`src/rtl/uart_regs_irq.sv`:
```
// uart_regs_irq: 16550-style UART register file with IER/IIR interrupt
// priority, sticky line-status errors, character timeout, RX trigger map
// and a DIV_W-bit baud divisor.
// Optional build macro: UART_DMA_EN adds rx_dma_req_o, tx_dma_req_o and
// tx_fifo_full_i.
module uart_regs_irq #(
  parameter int FIFO_DEPTH = 16,
  parameter int CNT_W      = $clog2(FIFO_DEPTH) + 1,
  parameter int DIV_W      = 16,
  parameter int TO_CHARS   = 4
) (
  input  logic             clk,
  input  logic             rst,
  input  logic             wr_i,
  input  logic             rd_i,
  input  logic [2:0]       addr_i,
  input  logic [7:0]       din_i,
  output logic [7:0]       dout_o,
  output logic             tx_push_o,
  output logic             rx_pop_o,
  input  logic [7:0]       rx_fifo_in,
  input  logic             rx_fifo_empty_i,
  input  logic [CNT_W-1:0] rx_fifo_count_i,
  input  logic             rx_char_i,
  input  logic [3:0]       rx_err_i,
  input  logic             tx_fifo_empty_i,
  input  logic             tsr_empty_i,
  output logic             baud_out,
  output logic             tx_rst,
  output logic             rx_rst,
  output logic [7:0]       lcr_o,
  output logic             irq_o
`ifdef UART_DMA_EN
  ,
  output logic             rx_dma_req_o,
  output logic             tx_dma_req_o,
  input  logic             tx_fifo_full_i
`endif
);

  localparam int DLM_W  = DIV_W - 8;
  localparam int TO_MAX = TO_CHARS * 12;
  localparam int TO_W   = $clog2(TO_MAX + 1);

  typedef struct packed {
    logic [1:0] trig;
    logic       dma_mode;
    logic       ena;
  } fcr_t;

  typedef enum logic [3:0] {
    ID_NONE = 4'b0001,
    ID_THRE = 4'b0010,
    ID_RDA  = 4'b0100,
    ID_RLS  = 4'b0110,
    ID_CTI  = 4'b1100
  } iir_id_t;

  logic [7:0]       lcr, scr, mcr, dll;
  logic [DLM_W-1:0] dlm;
  logic [3:0]       ier;
  fcr_t             fcr;
  logic [3:0]       err;          // {bi,fe,pe,oe}
  logic [DIV_W-1:0] baud_cnt;
  logic [TO_W-1:0]  to_cnt;
  logic             to_flag;
  logic             thre_pending, tx_empty_q;

  logic             dlab;
  logic             wr_thr, wr_dll, wr_ier, wr_dlm, wr_fcr, wr_lcr, wr_mcr, wr_scr;
  logic             rd_lsr, rd_iir;
  logic [DIV_W-1:0] divisor;
  logic [CNT_W-1:0] thresh;
  logic [3:0]       char_time;
  logic [TO_W-1:0]  to_limit;
  logic             to_clr, rda, thre_set, thre_clr;
  iir_id_t          iir_id;
  logic [7:0]       iir, lsr, rdata;

  assign dlab   = lcr[7];
  assign lcr_o  = lcr;
  assign wr_thr = wr_i & (addr_i == 3'd0) & ~dlab;
  assign wr_dll = wr_i & (addr_i == 3'd0) &  dlab;
  assign wr_ier = wr_i & (addr_i == 3'd1) & ~dlab;
  assign wr_dlm = wr_i & (addr_i == 3'd1) &  dlab;
  assign wr_fcr = wr_i & (addr_i == 3'd2);
  assign wr_lcr = wr_i & (addr_i == 3'd3);
  assign wr_mcr = wr_i & (addr_i == 3'd4);
  assign wr_scr = wr_i & (addr_i == 3'd7);
  assign rd_iir = rd_i & (addr_i == 3'd2);
  assign rd_lsr = rd_i & (addr_i == 3'd5);

  assign tx_push_o = wr_thr;
  assign rx_pop_o  = rd_i & (addr_i == 3'd0) & ~dlab;
  assign divisor   = {dlm, dll};

  // Host-writable configuration registers and FIFO clear pulses
  always_ff @(posedge clk) begin
    if (!rst) begin
      lcr    <= '0;
      ier    <= '0;
      fcr    <= '0;
      scr    <= '0;
      mcr    <= '0;
      dll    <= '0;
      dlm    <= '0;
      tx_rst <= 1'b0;
      rx_rst <= 1'b0;
    end else begin
      if (wr_lcr) lcr <= din_i;
      if (wr_ier) ier <= din_i[3:0];
      if (wr_scr) scr <= din_i;
      if (wr_mcr) mcr <= din_i;
      if (wr_dll) dll <= din_i;
      if (wr_dlm) dlm <= din_i[DLM_W-1:0];
      if (wr_fcr) fcr <= '{trig: din_i[7:6], dma_mode: din_i[3], ena: din_i[0]};
      tx_rst <= wr_fcr & din_i[2];
      rx_rst <= wr_fcr & din_i[1];
    end
  end

  // Baud tick: one pulse every divisor cycles, restarted by any divisor write
  always_ff @(posedge clk) begin
    if (!rst || wr_dll || wr_dlm || divisor == '0) begin
      baud_cnt <= '0;
      baud_out <= 1'b0;
    end else if (baud_cnt == divisor - DIV_W'(1)) begin
      baud_cnt <= '0;
      baud_out <= 1'b1;
    end else begin
      baud_cnt <= baud_cnt + DIV_W'(1);
      baud_out <= 1'b0;
    end
  end

  // Sticky line errors; a new error in the reading cycle survives the clear
  always_ff @(posedge clk) begin
    if (!rst) err <= '0;
    else      err <= (rd_lsr ? 4'b0000 : err) | rx_err_i;
  end

  assign lsr = {|err[3:1], tx_fifo_empty_i & tsr_empty_i, tx_fifo_empty_i,
                err, ~rx_fifo_empty_i};

  // RX trigger level from FCR
  always_comb begin
    thresh = CNT_W'(1);
    if (fcr.ena) begin
      case (fcr.trig)
        2'b01:   thresh = CNT_W'(FIFO_DEPTH / 4);
        2'b10:   thresh = CNT_W'(FIFO_DEPTH / 2);
        2'b11:   thresh = CNT_W'(FIFO_DEPTH - 2);
        default: thresh = CNT_W'(1);
      endcase
    end
  end

  // start + data(5..8) + parity + stop(1..2)
  assign char_time = 4'd7 + {2'b00, lcr[1:0]} + {3'b000, lcr[3]} + {3'b000, lcr[2]};
  assign to_limit  = TO_W'(TO_CHARS * int'(char_time));
  assign to_clr    = rx_char_i | rx_pop_o | rx_rst | rx_fifo_empty_i;

  // Character-timeout counter; stops once the flag is up
  always_ff @(posedge clk) begin
    if (!rst || to_clr) begin
      to_cnt  <= '0;
      to_flag <= 1'b0;
    end else if (baud_out && !to_flag) begin
      to_cnt <= to_cnt + TO_W'(1);
      if (to_cnt + TO_W'(1) >= to_limit) to_flag <= 1'b1;
    end
  end

  assign rda = ier[0] & (rx_fifo_count_i >= thresh);

  // Interrupt source priority encoder
  always_comb begin
    iir_id = ID_NONE;
    if (ier[2] && |err)                iir_id = ID_RLS;
    else if (rda)                      iir_id = ID_RDA;
    else if (ier[0] && to_flag)        iir_id = ID_CTI;
    else if (ier[1] && thre_pending)   iir_id = ID_THRE;
  end

  assign iir = {{2{fcr.ena}}, 2'b00, iir_id};

  assign thre_set = (tx_fifo_empty_i & ~tx_empty_q) |
                    (wr_ier & din_i[1] & ~ier[1] & tx_fifo_empty_i);
  assign thre_clr = wr_thr | (rd_iir & (iir_id == ID_THRE));

  // THRE pending latch; edge detector starts high so reset is not an edge
  always_ff @(posedge clk) begin
    if (!rst) begin
      thre_pending <= 1'b0;
      tx_empty_q   <= 1'b1;
    end else begin
      thre_pending <= thre_set | (thre_pending & ~thre_clr);
      tx_empty_q   <= tx_fifo_empty_i;
    end
  end

  // Read data mux
  always_comb begin
    rdata = 8'h00;
    case (addr_i)
      3'd0:    rdata = dlab ? dll : rx_fifo_in;
      3'd1:    rdata = dlab ? 8'(dlm) : {4'b0000, ier};
      3'd2:    rdata = iir;
      3'd3:    rdata = lcr;
      3'd4:    rdata = mcr;
      3'd5:    rdata = lsr;
      3'd6:    rdata = 8'h00;
      default: rdata = scr;
    endcase
  end

  // Registered read data and interrupt line
  always_ff @(posedge clk) begin
    if (!rst) begin
      dout_o <= '0;
      irq_o  <= 1'b0;
    end else begin
      if (rd_i) dout_o <= rdata;
      irq_o <= ~iir[0];
    end
  end

`ifdef UART_DMA_EN
  logic rx_dma_q;

  // Mode-1 RX request: raised at trigger or timeout, held until RX drains
  always_ff @(posedge clk) begin
    if (!rst)                                            rx_dma_q <= 1'b0;
    else if (rx_fifo_empty_i)                            rx_dma_q <= 1'b0;
    else if ((rx_fifo_count_i >= thresh) || to_flag)     rx_dma_q <= 1'b1;
  end

  assign rx_dma_req_o = fcr.dma_mode ? rx_dma_q : ~rx_fifo_empty_i;
  assign tx_dma_req_o = fcr.dma_mode ? ~tx_fifo_full_i : tx_fifo_empty_i;
`else
  logic unused_dma_mode;
  assign unused_dma_mode = fcr.dma_mode;
`endif

endmodule
```
`config.mk`:
```
export PLATFORM = sky130hd
export DESIGN_NAME = uart_regs_irq
export DESIGN_NICKNAME = d
export VERILOG_FILES = /design/src/rtl/uart_regs_irq.sv
export SDC_FILE = /design/constraint.sdc
export NUM_CORES = 1
export LEC_CHECK = 0
export CORE_MARGIN = 5
export CORE_UTILIZATION = 61
export CTS_CLUSTER_DIAMETER = 80
export DETAILED_ROUTE_END_ITERATION = 7
export GPL_TIMING_DRIVEN = 0
export PLACE_DENSITY = 0.86
export SKIP_CTS_REPAIR_TIMING = 1
export SLEW_MARGIN = 10
export SYNTH_ARGS = -nofsm -noshare
export SYNTH_HDL_FRONTEND = slang
export SYNTH_SLANG_ARGS = --single-unit
```
`constraint.sdc`:
```
create_clock -name clk -period 6.1 [get_ports clk]
set_clock_uncertainty 0.1 [all_clocks]
set_input_delay 1.525 -clock clk [delete_from_list [all_inputs] [get_ports clk]]
set_output_delay 1.525 -clock clk [all_outputs]
set_load 0.01 [all_outputs]
```
Word level (Yosys, flattened, before mapping):

Cells that the tools add are included.

* add/subtract/negate cells: 6
* bitwise gates (word level): 37
* muxes and demuxes: 11
* order comparisons: 2
* equal/unequal tests: 12
* reduce and logical (&&, ||, !) cells: 16

Operators by type and width (count)
* one-hot mux 8 bit (7 select lines): 1
* AND 1 bit: 24
* two-way mux 4 bit: 5
* adder 16 x 1 -> 16 bit, second input constant: 1
* equality test 16 bit: 1
* zero test 16 bit: 1
* two-way mux 8 bit: 2
* subtractor 16 x 1 -> 16 bit, second input constant: 1
* equality test 3 bit, second input constant: 4
* one-hot mux 4 bit (3 select lines): 1
* adder 4 x 1 -> 4 bit: 2
* adder 6 x 1 -> 6 bit, second input constant: 1
* equality test 3 x 2 -> 1 bit, second input constant: 2
* >= comparator 6 bit: 1
* NOT 1 bit: 6
* bitwise OR 1 bit: 6
* >= comparator 5 bit: 1
* adder 3 x 2 -> 4 bit, first input constant: 1
* equality test 2 bit, second input constant: 2
* equality test 4 x 2 -> 1 bit, second input constant: 1
* logical AND 1 bit: 4
* logical OR 1 bit: 4
* bitwise OR 4 bit: 1
* OR reduction 4 bit: 1
* 9 further kinds: 10

* input bits: 36
* output and inout port bits: 22
* register bits: 88

Logic depth before layout (Yosys ltp):

Gate-level depths: netlist of the first run.

* depth in word-level cells: 13
* depth in mapped cells: 12

Least setup slack after synthesis of the first run:

No wires, ideal clock.

* path kind: input-to-output
* from: in addr_i[0]
* to: out tx_push_o
* cell stages on the path: 3
* buffers on the path: 1
* arrival time: 2154 ps
* setup slack: 2321 ps
* cell sequence: clkbuf_1 -> nor4_1 -> and2_1

* word-level cells in the longest chain between the ends: 3

Ends and longest elaborated chain
* start, declared: RTL line 16 `input logic [2:0] addr_i,`
* zero test 3 bit: RTL line 82 `assign wr_thr = wr_i & (addr_i == 3'd0) & ~dlab;`
* AND 1 bit (2 in a row): RTL line 82
* end, declared: RTL line 19 `output logic tx_push_o,`

No other way between the ends.

Final worst setup path of the first run:

* from: in addr_i[1]
* to: out tx_push_o

The elaborated chain is that of the path after synthesis.

==> flow_summary.toml, run 1 <==
[run_status]
outcome = "finished clean"

[min_path]
hold_class = "register to register"

[routing]
ant_nets = 0
met3WireLength_microns = 1266
drc = 0
drt-wirelength-per-cell_microns = 18.51
viasPerCell = 6.168
route.final.wire_length_microns = 14100
drt_first_iter_violations = 462
drt-pass1-iter-count = 5
dr_wl_met2_microns = 6442
vias = 4700
m1WireLength_microns = 6076
highest_layer = "met4"

[setup_path]
endpoint_kind = "primary output"
crit_type = "primary input to primary output"
cp_data_arrival_time_ns = 3.50
crit_required_ns = 4.47
startpoint_type = "primary input"
critPathMaxFanout = 4

[timing]
period_share_pct = 84.05
fin_crit_ns = 5.127
setup_ws_ns = 0.9732
slew_headroom_pct = 15.51
whs_ns = 0.3607
fin_tns_setup_ns = 0
max_slew.worst_pin.slew_ns = 1.258
hold_viol_final = 0
drv_slew = 0
fmax_mhz = 195.1
grt_setup_unrepaired = "no"
setup_viol = 0

[cells_and_area]
antennaDiodeCount = 0
drive_gt1_share_pct = 7.576
areaGrowthSynthToFinish_pct = 17.68
nNetsFinal = 708
stdcell_area_sq_mm = 0.005763
stdcell_count = 762

[synth]
synth_edf_count = 0
syn-cell-area_sq_mm = 0.004897
syn_nets = 641
netlist_top_cells_area = "dfxtp_1 36%, nand2_1 6.8%, a21oi_1 5.0%"
syn_area_per_cell_sq_um = 8.329
synthCells = 588
yosysSeqAreaShare_pct = 35.97
synthFlopType = "dfxtp_1"
async_flop_share_pct = 0
synth_warnings = 0
synth_cell_types = 63
ys_ff_latch = 88
yosysTopAreaCell = "dfxtp_1"
synth.top_cell.area_share_pct = 35.97

[place]
placed_cell_area_sq_mm = 0.005585
placedCellCount = 746
dp_slack_ns = 1.019
port_buffers = 56
place_congestion = 0.9385
dp_hpwl_microns = 10560

[clock_network]
cts.sinks = 88
htreeDepth = 3
clk_pin_slew_worst_paths_ns = 0.10
cts-root-buf = "clkbuf_8"
cts_made_buffers = 9
insertion_delay_ns = 0.36
tritoncts = "done"
max-clock-path-buffers = 2

[power]
switching_share_pct = 27.85
clkPwrFrac_pct = 34.8
net-switching-power_uw = 305.9
ir_worst_vdd_mv = 0.1228
power_frac_comb_pct = 11.3
internal-power_uw = 792.4
power.density_mw_per_mm2 = 190.6
static-leakage-power_uw = 0.002121
seqPwrFrac_pct = 54.0

[global_routing]
antenna_found_initial = 0
overflow = 0
grt_first_pass_wirelength_microns = 22900
grt_pass1_vias = 4550
grt_max_degree = 17
grt_use_total_pct = 29.00

[floorplanning]
die_w_microns = 99.60
core_area_sq_mm = 0.007767
io_pins = 58
dieArea_sq_mm = 0.009920
rows = 32
start_util_pct = 63.05
die_h_microns = 99.60

[run]
drv_cap = 0
final timing paths:
| path | start | to | slack (ns) | depth (start not counted) |
|---|---|---|---|---|
| min | scr[0] | scr[0] | 0.36 | 2 |
| max reg2reg | dll[0] | baud_cnt[15] | 3.11 | 9 |
| max | addr_i[1] | tx_push_o | 0.97 | 4 |
| min reg2reg | scr[0] | scr[0] | 0.36 | 2 |
worst max-delay path, cell delays in order:
cell and delay [ns]:
clkdlybuf4s50_1 0.50, nor4_1 0.67, and2_1 0.26, clkdlybuf4s50_1 0.54
flip-flops by register name, indices dropped and copies added, names as in the netlist, 3 cells and up:
name and count:
dlm 8, mcr 8, dout_o 8, dll 8, scr 8, baud_cnt 16, to_cnt 6, err 4
ier 4, fcr 3, lcr_o 8
Yosys cell counts (all sizes together) (4+ instances only):
master   n
and2     7
o211ai   4
mux2     6
nand2b   9
a21boi   5
buf      6
a21oi   49
nor3b    4
nor4b    4
xor2    17
nor2    47
and3     8
nand2   89
ha      16
a31oi    5
clkbuf  26
o21ai   29
nor3    26
and4     4
xnor2   22
inv     19
nand4   13
nor2b    4
dfxtp   88
nand3   16
a211oi   4
mux2i   20
mux4     4
stage by stage:
step | power (uW) | util (%)
2_1_floorplan | 663.4 | -
6_report | 1098 | 74.19
3_3_place_gp | 724.1 | 71.91
5_1_grt | 1138 | 74.19
3_5_place_dp | 726.8 | 71.91
4_1_cts | 1097 | 74.19
power groups by stage:
stage / clock network [uW] / registers [uW] / logic (uW)
after floorplan: 0 / 606 / 57.8
after global placement: 0 / 606 / 118
after detailed placement: 0 / 606 / 121
after CTS: 383 / 593 / 122
after global routing: 411 / 594 / 133
final: 382 / 593 / 124
final cells by class:
type,count,area (sq um)
plain buffers,32,135.1
repair buffers,56,560.5
multi-input cells,449,2929
fillers,623,2004
clock buffers,9,123.9
clock inverters,7,53.80
well taps,102,127.6
inverters,19,71.32
flip-flops and latches,88,1762
routing by layer:
layer	vias up	GRT usage, %
met4	0	11.03
met1	2253	39.99
met2	213	44.89
met3	30	5.680
met5	-	0
li1	2204	-
cells in the final DEF, fill, tap and decap left out, drive strengths merged, types with 20 or more instances in the layout:
| master | instances |
|---|---|
| o21ai | 29 |
| mux2i | 20 |
| nand2 | 89 |
| dfxtp | 88 |
| clkdlybuf4s50 | 56 |
| xnor2 | 22 |
| a21oi | 49 |
| nor3 | 26 |
| inv | 22 |
| clkbuf | 35 |
| nor2 | 47 |
cell families (layout without fill, tap and decap cells):
family | count (synthesis) | after routing | synth area share, %
xor gates and xnor gates | 39 | 39 | 6.975
and+or+nand+nor | 240 | 240 | 25.14
adders and majority gates | 17 | 17 | 4.497
buffers and inverters | 51 | 123 | 4.215
AOI/OAI and AO/OA | 123 | 123 | 15.89
DFF | 88 | 88 | 35.97
muxes | 30 | 30 | 7.307
Note: power is estimated with default switching activity, not from simulation.
==> inputs of run 2 (changes only) <==
- CORE_UTILIZATION: 61 -> 56
- PLACE_DENSITY: 0.86 -> 0.8
- clock period: 6.1 -> 4.9 ns (I/O delays scaled with it)
==> flow_summary.toml, run 2 (synthesis gave the netlist of run 1 again) <==
[cells_and_area]
post-route-util_pct = 67.33
antennaDiodeCount = 0
regMostFlops = "baud_cnt"
areaGrowthSynthToFinish_pct = 18.73
nNetsFinal = 708
mostFrequentLayoutCell = "nand2_1"
largest_reg_flops = 16
drive_gt1_share_pct = 7.424
stdcell_count = 768
stdcell_area_sq_mm = 0.005814
final_cell_mix = "89 x nand2_1, 88 x dfxtp_1, 56 x clkdlybuf4s50_1"

[routing]
drt-pass1-iter-count = 8
drc = 0
route.final.wire_length_microns = 13980
vias = 4737
drt_first_iter_violations = 425
viasPerCell = 6.168
drt-wirelength-per-cell_microns = 18.20
ant_nets = 0

[power]
static-leakage-power_uw = 0.002132
ir_worst_vdd_mv = 0.1358
power.density_mw_per_mm2 = 251.4

[timing]
slew_headroom_pct = 22.21
grt_setup_unrepaired = "no"
fin_tns_setup_ns = 0
max_slew.worst_pin.slew_ns = 1.158
setup_viol = 0
period_share_pct = 91.93
hold_viol_final = 0
drv_slew = 0
fmax_mhz = 222.0
fin_crit_ns = 4.505

[clock_network]
insertion_delay_ns = 0.36
cts_made_buffers = 9
cts-root-buf = "clkbuf_8"
max-clock-path-buffers = 2
clk_pin_slew_worst_paths_ns = 0.09
cts.sinks = 88
htreeDepth = 3
tritoncts = "done"

[floorplanning]
die_w_microns = 103.5
start_util_pct = 56.71
die_h_microns = 103.5
core_area_sq_mm = 0.008636
rows = 34
dieArea_sq_mm = 0.01072
io_pins = 58

[setup_path]
startpoint_type = "primary input"
cp-endpoint = "tx_push_o"
crit_required_ns = 3.58
r2r-start = "dll[6]"
endpoint_kind = "primary output"
crit_type = "primary input to primary output"
critPathMaxFanout = 3
crit_start = "addr_i[2]"
ff2ff_path_depth = 8
r2r_end = "baud_cnt[12]"
cp_data_arrival_time_ns = 3.18
reg2reg_slack_ns = 1.88

[global_routing]
grtUsageMet1_pct = 35.16
use_met3_pct = 6.530
grt_busiest_layer = "met2"
grt_first_pass_wirelength_microns = 23270
grtUsageMet2_pct = 41.07
grt_use_total_pct = 26.11
grt_pass1_vias = 4703
antenna_found_initial = 0
overflow = 0
grt_max_degree = 15

[place]
port_buffers = 56
placedCellCount = 752
dp_hpwl_microns = 10590
place_congestion = 0.9496
placed_cell_area_sq_mm = 0.005593

[run]
drv_cap = 0

[run_status]
outcome = "finished clean"

[min_path]
hold_class = "register to register"
==> run 2: changes by cell type in the layout (fill, tap and decap cells not counted) <==
cell and change:
clkinvlp_4 +2, inv_6 -3, clkbuf_8 +1, clkbuf_1 +1, clkinv_4 -2, clkinv_2 -1, bufinv_16 +2
==> run 2: how the worst min path moves through the flow <==
stage          startpoint  cells after the start  slack (ns)  endpoint
2_1_floorplan      scr[1]                      2        0.33    scr[1]
3_3_place_gp       scr[1]                      2        0.34    scr[1]
3_5_place_dp       scr[0]                      2        0.34    scr[0]
4_1_cts            scr[0]                      2        0.36    scr[0]
5_1_grt            scr[6]                      2        0.39    scr[6]
6_report           scr[0]                      2        0.36    scr[0]
==> run 2: routing by layer <==
metal,vias to the layer above,routed length [microns]
met3,29,1338
met2,250,6441
met5,-,0
met4,0,290
met1,2246,5906
li1,2212,-
==> run 2: metrics by stage <==
step,hold slack [ns],worst slack [ns],total power [uW]
floorplan,0.3324,1.721,825.9
global placement,0.3387,0.4817,901.5
detailed placement,0.3447,0.4994,903.8
CTS,0.3573,0.4795,1454
global route,0.3896,0.3261,1507
finish,0.3608,0.3953,1461
==> run 2: cell type report <==
type	instances	area [sq um]
Multi-Input combinational cell	449	2929
Fill cell	718	2821
Sequential cell	88	1762
Timing Repair Buffer	56	560.5
Clock buffer	11	141.4
Buffer	32	135.1
Tap cell	108	135.1
Clock inverter	5	80.08
Inverter	19	71.32
==> run 2: worst max-delay path, cell delays in order <==
cell and delay, ns:
clkdlybuf4s50_1 0.47, nor4_1 0.64, and2_1 0.28, clkdlybuf4s50_1 0.56
==> run 2: report_power, final <==
part | leakage (uW) | switching, uW | internal, uW
Clock | 0.000106 | 269 | 301
Combinational | 0.00131 | 84.6 | 68.9
Sequential | 0.000713 | 10.4 | 728
Total | 0.00213 | 364 | 1100
